[src/rtl/phase_loader_pkg.sv]
// rtl/phase_loader_pkg.sv - opcodes, FSM states and defaults for the phase loader
package phase_loader_pkg;

  localparam logic [7:0] OP_SET_OFFSET = 8'h01;
  localparam logic [7:0] OP_SET_DIVIDE = 8'h02;
  localparam logic [7:0] OP_COMMIT     = 8'h03;

  localparam logic [1:0] NARGS_SET_OFFSET = 2'd3;
  localparam logic [1:0] NARGS_SET_DIVIDE = 2'd2;
  localparam logic [1:0] NARGS_COMMIT     = 2'd0;

  // 40 kHz half-period terminal count at 50 MHz
  localparam int DEFAULT_DIVIDE = 624;

  typedef enum logic [1:0] {
    ST_IDLE,
    ST_ARG,
    ST_EXEC,
    ST_PULSE
  } state_t;

  function automatic logic op_valid(input logic [7:0] op);
    return (op == OP_SET_OFFSET) || (op == OP_SET_DIVIDE) || (op == OP_COMMIT);
  endfunction

  function automatic logic [1:0] op_nargs(input logic [7:0] op);
    case (op)
      OP_SET_OFFSET: return NARGS_SET_OFFSET;
      OP_SET_DIVIDE: return NARGS_SET_DIVIDE;
      default:       return NARGS_COMMIT;
    endcase
  endfunction

endpackage

[src/rtl/phase_loader_if.sv]
// rtl/phase_loader_if.sv - host command byte stream into the phase loader
interface phase_loader_if;
  logic [7:0] rx_data;
  logic       rx_valid;
  logic       rx_ready;

  modport master (output rx_data, output rx_valid, input rx_ready);
  modport slave  (input rx_data, input rx_valid, output rx_ready);
endinterface

[src/rtl/phase_loader_inter_byte_timer.sv]
// rtl/phase_loader_inter_byte_timer.sv - idle-cycle watchdog between argument bytes
module inter_byte_timer #(
  parameter int TIMEOUT = 50000
) (
  input  logic clk,
  input  logic rst,
  input  logic load,
  input  logic clear,
  output logic expire
);

  localparam int TW = $clog2(TIMEOUT + 1);

  logic [TW-1:0] cnt;

  always_ff @(posedge clk or negedge rst) begin
    if (!rst) begin
      cnt <= '0;
    end else if (load || clear) begin
      cnt <= '0;
    end else begin
      cnt <= cnt + TW'(1);
    end
  end

  assign expire = !load && !clear && (cnt == TW'(TIMEOUT - 1));

endmodule

[src/rtl/phase_loader.sv]
// rtl/phase_loader.sv - byte-command loader of shadowed channel offsets and clock divide
module phase_loader
  import phase_loader_pkg::*;
#(
  parameter int N_CH         = 16,
  parameter int OFFSET_WIDTH = 11,
  parameter int RST_CYCLES   = 4,
  parameter int TIMEOUT      = 50000
) (
  input  logic                         clk,
  input  logic                         rst,
  phase_loader_if.slave                rx,
  output logic [N_CH*OFFSET_WIDTH-1:0] offset_flat,
  output logic [OFFSET_WIDTH-2:0]      divide,
  output logic                         clk_rst_n,
  output logic                         err
);

  localparam int DW   = OFFSET_WIDTH - 1;
  localparam int CH_W = (N_CH > 1) ? $clog2(N_CH) : 1;
  localparam int PW   = $clog2(RST_CYCLES + 1);

  state_t                  state, state_n;
  logic [7:0]              opcode;
  logic [7:0]              args [3];
  logic [1:0]              arg_cnt, arg_cnt_n;
  logic [PW-1:0]           pulse_cnt, pulse_cnt_n;
  logic                    err_n;
  logic                    accept, expire, ch_ok;
  logic                    wr_offset, wr_divide, do_commit;
  logic [OFFSET_WIDTH-1:0] shadow_offset [N_CH];
  logic [OFFSET_WIDTH-1:0] active_offset [N_CH];
  logic [DW-1:0]           shadow_divide;

  assign rx.rx_ready = (state == ST_IDLE) || (state == ST_ARG);
  assign accept      = rx.rx_valid && rx.rx_ready;
  assign clk_rst_n   = (state != ST_PULSE);
  assign ch_ok       = ({1'b0, args[0]} < 9'(N_CH));

  inter_byte_timer #(.TIMEOUT(TIMEOUT)) u_timer (
    .clk    (clk),
    .rst    (rst),
    .load   (accept),
    .clear  (state != ST_ARG),
    .expire (expire)
  );

  always_comb begin
    state_n     = state;
    arg_cnt_n   = arg_cnt;
    pulse_cnt_n = pulse_cnt;
    err_n       = 1'b0;
    wr_offset   = 1'b0;
    wr_divide   = 1'b0;
    do_commit   = 1'b0;
    case (state)
      ST_IDLE: begin
        if (accept) begin
          if (!op_valid(rx.rx_data)) begin
            err_n = 1'b1;
          end else begin
            arg_cnt_n = '0;
            state_n   = (op_nargs(rx.rx_data) == 2'd0) ? ST_EXEC : ST_ARG;
          end
        end
      end
      ST_ARG: begin
        if (accept) begin
          if (arg_cnt == op_nargs(opcode) - 2'd1) begin
            state_n = ST_EXEC;
          end else begin
            arg_cnt_n = arg_cnt + 2'd1;
          end
        end else if (expire) begin
          err_n   = 1'b1;
          state_n = ST_IDLE;
        end
      end
      ST_EXEC: begin
        state_n = ST_IDLE;
        case (opcode)
          OP_SET_OFFSET: begin
            if (ch_ok) wr_offset = 1'b1;
            else       err_n     = 1'b1;
          end
          OP_SET_DIVIDE: wr_divide = 1'b1;
          default: begin
            do_commit   = 1'b1;
            pulse_cnt_n = '0;
            state_n     = ST_PULSE;
          end
        endcase
      end
      ST_PULSE: begin
        if (pulse_cnt == PW'(RST_CYCLES - 1)) begin
          pulse_cnt_n = '0;
          state_n     = ST_IDLE;
        end else begin
          pulse_cnt_n = pulse_cnt + PW'(1);
        end
      end
      default: state_n = ST_IDLE;
    endcase
  end

  // Reset lands in PULSE so the clock bank preloads the reset-time values on release
  always_ff @(posedge clk or negedge rst) begin
    if (!rst) begin
      state     <= ST_PULSE;
      arg_cnt   <= '0;
      pulse_cnt <= '0;
      err       <= 1'b0;
    end else begin
      state     <= state_n;
      arg_cnt   <= arg_cnt_n;
      pulse_cnt <= pulse_cnt_n;
      err       <= err_n;
    end
  end

  always_ff @(posedge clk or negedge rst) begin
    if (!rst) begin
      opcode        <= '0;
      shadow_divide <= DW'(DEFAULT_DIVIDE);
      divide        <= DW'(DEFAULT_DIVIDE);
      for (int i = 0; i < 3; i++) args[i] <= '0;
      for (int k = 0; k < N_CH; k++) begin
        shadow_offset[k] <= '0;
        active_offset[k] <= '0;
      end
    end else begin
      if (state == ST_IDLE && accept && op_valid(rx.rx_data)) opcode <= rx.rx_data;
      if (state == ST_ARG && accept) args[arg_cnt] <= rx.rx_data;
      if (wr_offset) shadow_offset[args[0][CH_W-1:0]] <= OFFSET_WIDTH'({args[1], args[2]});
      if (wr_divide) shadow_divide <= DW'({args[0], args[1]});
      if (do_commit) begin
        active_offset <= shadow_offset;
        divide        <= shadow_divide;
      end
    end
  end

  for (genvar k = 0; k < N_CH; k++) begin : g_flat
    assign offset_flat[k*OFFSET_WIDTH +: OFFSET_WIDTH] = active_offset[k];
  end

endmodule

[src/flat_wrapper.sv]
// flat-port wrapper written by rule: the top's interface ports become plain ports
module phase_loader_flat import phase_loader_pkg::*;
#(
  parameter int N_CH         = 16,
  parameter int OFFSET_WIDTH = 11,
  parameter int RST_CYCLES   = 4,
  parameter int TIMEOUT      = 50000
)
  (clk, rst, offset_flat, divide, clk_rst_n, err, rx_rx_data, rx_rx_valid, rx_rx_ready);
  phase_loader_if rx_i ();
  input  logic clk;
  input  logic rst;
  output logic [N_CH*OFFSET_WIDTH-1:0] offset_flat;
  output logic [OFFSET_WIDTH-2:0] divide;
  output logic clk_rst_n;
  output logic err;
  input wire logic [$bits(rx_i.rx_data)-1:0] rx_rx_data;
  input wire logic [$bits(rx_i.rx_valid)-1:0] rx_rx_valid;
  output wire logic [$bits(rx_i.rx_ready)-1:0] rx_rx_ready;
  assign rx_i.rx_data = rx_rx_data;
  assign rx_i.rx_valid = rx_rx_valid;
  assign rx_rx_ready = rx_i.rx_ready;
  phase_loader #(.N_CH(N_CH), .OFFSET_WIDTH(OFFSET_WIDTH), .RST_CYCLES(RST_CYCLES), .TIMEOUT(TIMEOUT)) u_core (.clk(clk), .rst(rst), .rx(rx_i), .offset_flat(offset_flat), .divide(divide), .clk_rst_n(clk_rst_n), .err(err));
endmodule
[config.mk]
export PLATFORM = sky130hd
export DESIGN_NAME = phase_loader_flat
export DESIGN_NICKNAME = d
export VERILOG_FILES = /design/src/rtl/phase_loader_pkg.sv /design/src/rtl/phase_loader_if.sv /design/src/rtl/phase_loader_inter_byte_timer.sv /design/src/rtl/phase_loader.sv /design/src/flat_wrapper.sv
export SDC_FILE = /design/constraint.sdc
export NUM_CORES = 1
export LEC_CHECK = 0
export ABC_AREA = 1
export CORE_AREA = 2 2 222 312
export CTS_CLUSTER_SIZE = 24
export DETAILED_ROUTE_END_ITERATION = 10
export DIE_AREA = 0 0 224 314
export GPL_TIMING_DRIVEN = 0
export SLEW_MARGIN = 25
export SYNTH_ARGS = -nofsm -noshare
export SYNTH_HDL_FRONTEND = slang
export SYNTH_SLANG_ARGS = --single-unit
[constraint.sdc]
create_clock -name clk -period 5 [get_ports clk]
set_clock_uncertainty 0.1 [all_clocks]
set_input_delay 0.75 -clock clk [delete_from_list [all_inputs] [get_ports clk]]
set_output_delay 0.75 -clock clk [all_outputs]
set_load 0.01 [all_outputs]
# Word level (Yosys, flattened, before mapping)
# Index checks and enable logic that the tools add are counted.
# word_totals
input_bits	11
word_cells	142
ff_bits	428
output_inout_bits	189
# classes
add_sub_neg	4
n_mux	45
n_lt_le_gt_ge	5
n_reduce_logical	22
bitwise_logic	2
eq_ne	21
# ops
operator	count
$bwmux 176	1
$demux 11 s4	1
$mux 2	17
$bwmux 24	1
$eq 8x2->1 const B	3
$add 16x1->16 const B	1
$demux 8 s2	1
$eq 16x16->1 const B	1
$eq 8x1->1 const B	2
$mux 16	1
$mux 1	13
$pmux 2 s2	3
$mux 11	1
$reduce_and 5->1	2
$logic_and 1x1->1	8
$lt 8x5->1 const B	1
$mux 8	1
$ne 2x1->1 const B	4
$ne 2x2->1 const B	4
$pmux 2 s4	1
$mux 3	2
$pmux 3 s2	1
$ge 5x5->1 const B	1
$lt 5x1->1 const B	1
20 further kinds	27

# Depth between registers and ports, before layout
# logic_depth
word_depth	11
mapped_depth	11
mapped_depth_nobuf	11

# Hierarchy
# Synthesis repeated with hierarchy kept, for this count alone.
# hier_totals
hier_cells	1784
area_unflattened_um2	16746.1
# by_module_without_submodules
module	seq_area_each_um2	instances	area_per_inst_um2	cells_each
phase_loader	10322.4	1	15822.7	1656
inter_byte_timer	400.4	1	923.4	128

# Worst setup path before layout
# No wires, ideal clock.
# synth_path
path_type	reg2reg
from	register u_core.state[1]
to	register u_core.shadow_offset[35] (netlist name)
period_less_slack_ns	1.790
slack_ns	3.210
n_path_buf	2
setup_time_ns	0.129
path_stages_with_launch	10
arrival_time_ns	1.560
required_ns	4.771
cell_sequence	dfstp_2 > inv_2 > nor2_4 > inv_2 > nor3_4 > buf_12 > nand2_4 > buf_6 > nand2_1 > o21ai_2
# synth_via
elab_chain_cells	2
# synth_lines
item	line	source
start, declared	phase_loader.sv:23	state_t state, state_n;
start signal, assigned	phase_loader.sv:114	state <= state_n;
$eq 2x2->1	phase_loader.sv:56	case (state)
$mux 1	phase_loader.sv:56	
end signal, assigned by index	phase_loader.sv:134	if (wr_offset) shadow_offset[args[0][CH_W-1:0]] <= OFFSET_WIDTH'({args[1], args[2]});
end, declared	phase_loader.sv:31	logic [OFFSET_WIDTH-1:0] shadow_offset [N_CH];
# No other way between the ends.
# A chain may end at the register's enable or synchronous reset.

# Worst setup path in the final report
# layout_path
from	register u_core.state[0]
to	output clk_rst_n
# layout_via
elab_chain_cells	1
# layout_lines
item	line	source
$ne 2x2->1	phase_loader.sv:37	assign clk_rst_n = (state != ST_PULSE);
end, declared	flat_wrapper.sv:15	output logic clk_rst_n;
# No other way between the ends.

==> qor.csv <==
stage,metric,value,unit
outcome,status,finished clean,
setup_path,critPathMaxFanout,6,
synthesis,synthFlopType,dfrtp_1,
floorplan,die_w,224,um
setup_path,crit_required,4.15,ns
sta,finalSetupViolCount,0,
sta,max_slew_margin,0.3678,
detailed_routing,drt_wl_total,49610,um
setup_path,critPathBufInv,1,
cells_and_area,finalNetCount,2032,
setup_path,worst_setup_path_start_kind,flip-flop,
cells_and_area,final_cell_mix,"nand2_1 (470), dfrtp_1 (418), o21ai_0 (297), inv_1 (241), clkdlybuf4s50_1 (198)",
synthesis,netlist_instances,1766,
synthesis,synth_top_area_cell,dfrtp_1,
pwr,p_per_area,378.6,mW/mm^2
setup_path,max_stage_delay,0.60,ns
grt,grt_pass1_wl,75500,um
setup_path,cpLargestDelayFamily,flip-flops,
clock_network,ctsHoldBuffers,0,
detailed_routing,drc,0,
clock_network,clkTransAtPathRegs,0.06,ns
hold_path,hp-class,in2async,
placed_design,port-buffer-count,199,
clock_network,cts_root_buffer,clkbuf_16,
detailed_routing,vias_per_cell,4.361,
grt,antenna_found_initial,0,
sta,period_share,0.5309,
pwr,p_leak,9.124,nW
detailed_routing,wl_per_cell,17.02,um
synthesis,ys_async_sr_fraction,1.000,
sta,hold_viol_final,0,
grt,grt_remaining_overflow,0,
setup_path,r2r-end,u_core.offset_flat[76],
floorplan,start_util,0.2480,
synthesis,netlist.area_leader.share,0.6254,
sta,slew_viol_final,0,
setup_path,cp_data_arrival_time,1.80,ns
synthesis,synth.area.top_cells,"dfrtp_1 (63%), nand2_1 (11%), o21ai_0 (8.9%), inv_1 (5.4%), o21ai_1 (3.1%)",
cells_and_area,area_delta_synth_final,28.19,%
grt,grt_pass1_vias,13040,
synthesis,ys_types,32,
sta,worstMarginPinSlew,0.9482,ns
clock_network,insertion_delay,0.58,ns
cells_and_area,drive_gt1_frac,0.08480,
placed_design,gp_congestion,0.8056,
setup_path,r2r_slack,2.51,ns
cells_and_area,final_common_cell,nand2_1,
setup_path,slowest_stage,dfstp_2,
sta,min_period,2.654,ns
setup_path,cp-endpoint,clk_rst_n,
setup_path,end_kind,output port,
sta,hold_slack,0.04393,ns
detailed_routing,dr_total_vias,12710,
synthesis,synth-seq-area-share,0.6411,
floorplan,io_pins,200,
setup_path,critPathKind,reg2out,
clock_network,cts_buffers,44,
floorplan,coreArea,0.06744,mm^2
run,drv_cap,0,
sta,rsz0062_at_grt,false,
clock_network,cts.path.max_buffers,3,
floorplan,row_count,113,
setup_path,cp_num_cells,2,
setup_path,critPathLaunch,u_core.state[0],
setup_path,reg2reg_depth,8,
pwr,ir_worst_vdd,0.2421,mV
synthesis,ys_seq_elements,428,
grt,track_usage,0.1408,
sta,fmax,376.7,MHz
detailed_routing,antenna_left,0,
synthesis,synth_area,0.01672,mm^2
clock_network,cts_tree,yes,
cells_and_area,n_antenna_cell,0,
clock_network,cts_sinks,428,
floorplan,die_y,314,um
clock_network,cts_resized,0,
pwr,total_power,0.008116,W
synthesis,synth_area_per_cell,9.470,um^2
detailed_routing,firstDrtPassIters,5,
floorplan,die-area,0.07034,mm^2
detailed_routing,drtIter0Drc,840,
clock_network,htreeDepth,2,
synthesis,synth-edff-count,0,
placed_design,hpwl,35580,um
grt,grt_max_degree,92,
setup_path,reg2reg_from,u_core.opcode[5],
synthesis,syn-num-nets,1782,
synthesis,yosysWarningCount,0,
setup_path,path_cells,"nand2_1, clkdlybuf4s50_1",
clock_network,postCtsSetupRepairBufs,0,
worst min-delay path by stage:
| stage | slack [ns] | endpoint | from | cells past startpoint |
|---|---|---|---|---|
| 2_1_floorplan | 0.33 | u_core.u_timer.cnt[0] | u_core.u_timer.cnt[0] | 1 |
| 4_1_cts | 0.07 | u_core.offset_flat[29] | rst | 1 |
| 3_5_place_dp | 0.36 | u_core.u_timer.cnt[0] | u_core.u_timer.cnt[0] | 1 |
| 3_3_place_gp | 0.35 | u_core.u_timer.cnt[0] | u_core.u_timer.cnt[0] | 1 |
| 5_1_grt | 0.1 | u_core.offset_flat[29] | rst | 1 |
| 6_report | 0.04 | u_core.offset_flat[29] | rst | 1 |
sequential cells by signal, summed over array words and instances (netlist names):
| register | flops |
|---|---|
| u_core.state | 2 |
| u_core.args | 24 |
| u_core.u_timer.cnt | 16 |
| u_core.opcode | 8 |
| u_core.err | 1 |
| u_core.divide | 10 |
| u_core.pulse_cnt | 3 |
| u_core.shadow_offset | 176 |
| u_core.shadow_divide | 10 |
| u_core.offset_flat | 176 |
| u_core.arg_cnt | 2 |
cell usage after synthesis, types with 2 or more instances:
library cell,number
dfrtp_1,418
xor2_1,3
ha_1,5
nand3_1,15
o21ai_2,8
nor3_1,6
nor2_1,62
buf_2,29
nand2_4,10
inv_2,2
clkbuf_1,41
nor2_2,2
o21ai_0,297
inv_1,241
a21oi_1,7
buf_6,20
nand4_1,6
nand2_1,470
o21ai_1,102
dfstp_2,10
per-layer routing:
metal	vias up	track usage	share of wire
met5	-	0	0
met4	0	0.06030	0.039
met3	113	0.02735	0.049
met2	322	0.2507	0.51
met1	6222	0.1645	0.40
li1	6050	-	-
final cells by class:
cell class | count | area (um^2)
plain buffers | 91 | 554.3
clock buffers | 63 | 1282
clock inverters | 19 | 225.2
fillers | 6932 | 46000
inverters | 244 | 915.9
multi-input cells | 1003 | 4542
flip-flops and latches | 428 | 10720
well taps | 862 | 1079
repair buffers | 204 | 2118
per-stage QoR:
step	cell area, um^2	worst slack [ns]	util	TNS, ns	cells
after floorplan	16720	3.210	-	0	1766
after global placement	19800	-15.04	0.2935	-6359.75	2827
after detailed placement	19930	2.400	0.2955	0	2832
after CTS	21440	2.311	0.3179	0	2914
after global routing	21440	2.270	0.3179	0	2914
final	21440	2.346	0.3179	0	2914
cells by family (layout without fill, tap and decap cells):
group                      count (synthesis)  in the layout  share of synthesized area
AOI/OAI and AO/OA                        417            417                     0.1271
xor gates and xnor gates                   4              4                   0.002095
adders and majority gates                  5              5                   0.003741
buffers and inverters                    335            621                    0.08731
DFF                                      428            428                     0.6411
and+or+nand+nor                          577            577                     0.1386
report_power, final:
group | switching [W] | internal, W
Sequential | 0.0000758 | 0.00356
Clock | 0.00145 | 0.00197
Combinational | 0.000851 | 0.000218
Power figures use the tool's default switching activity.
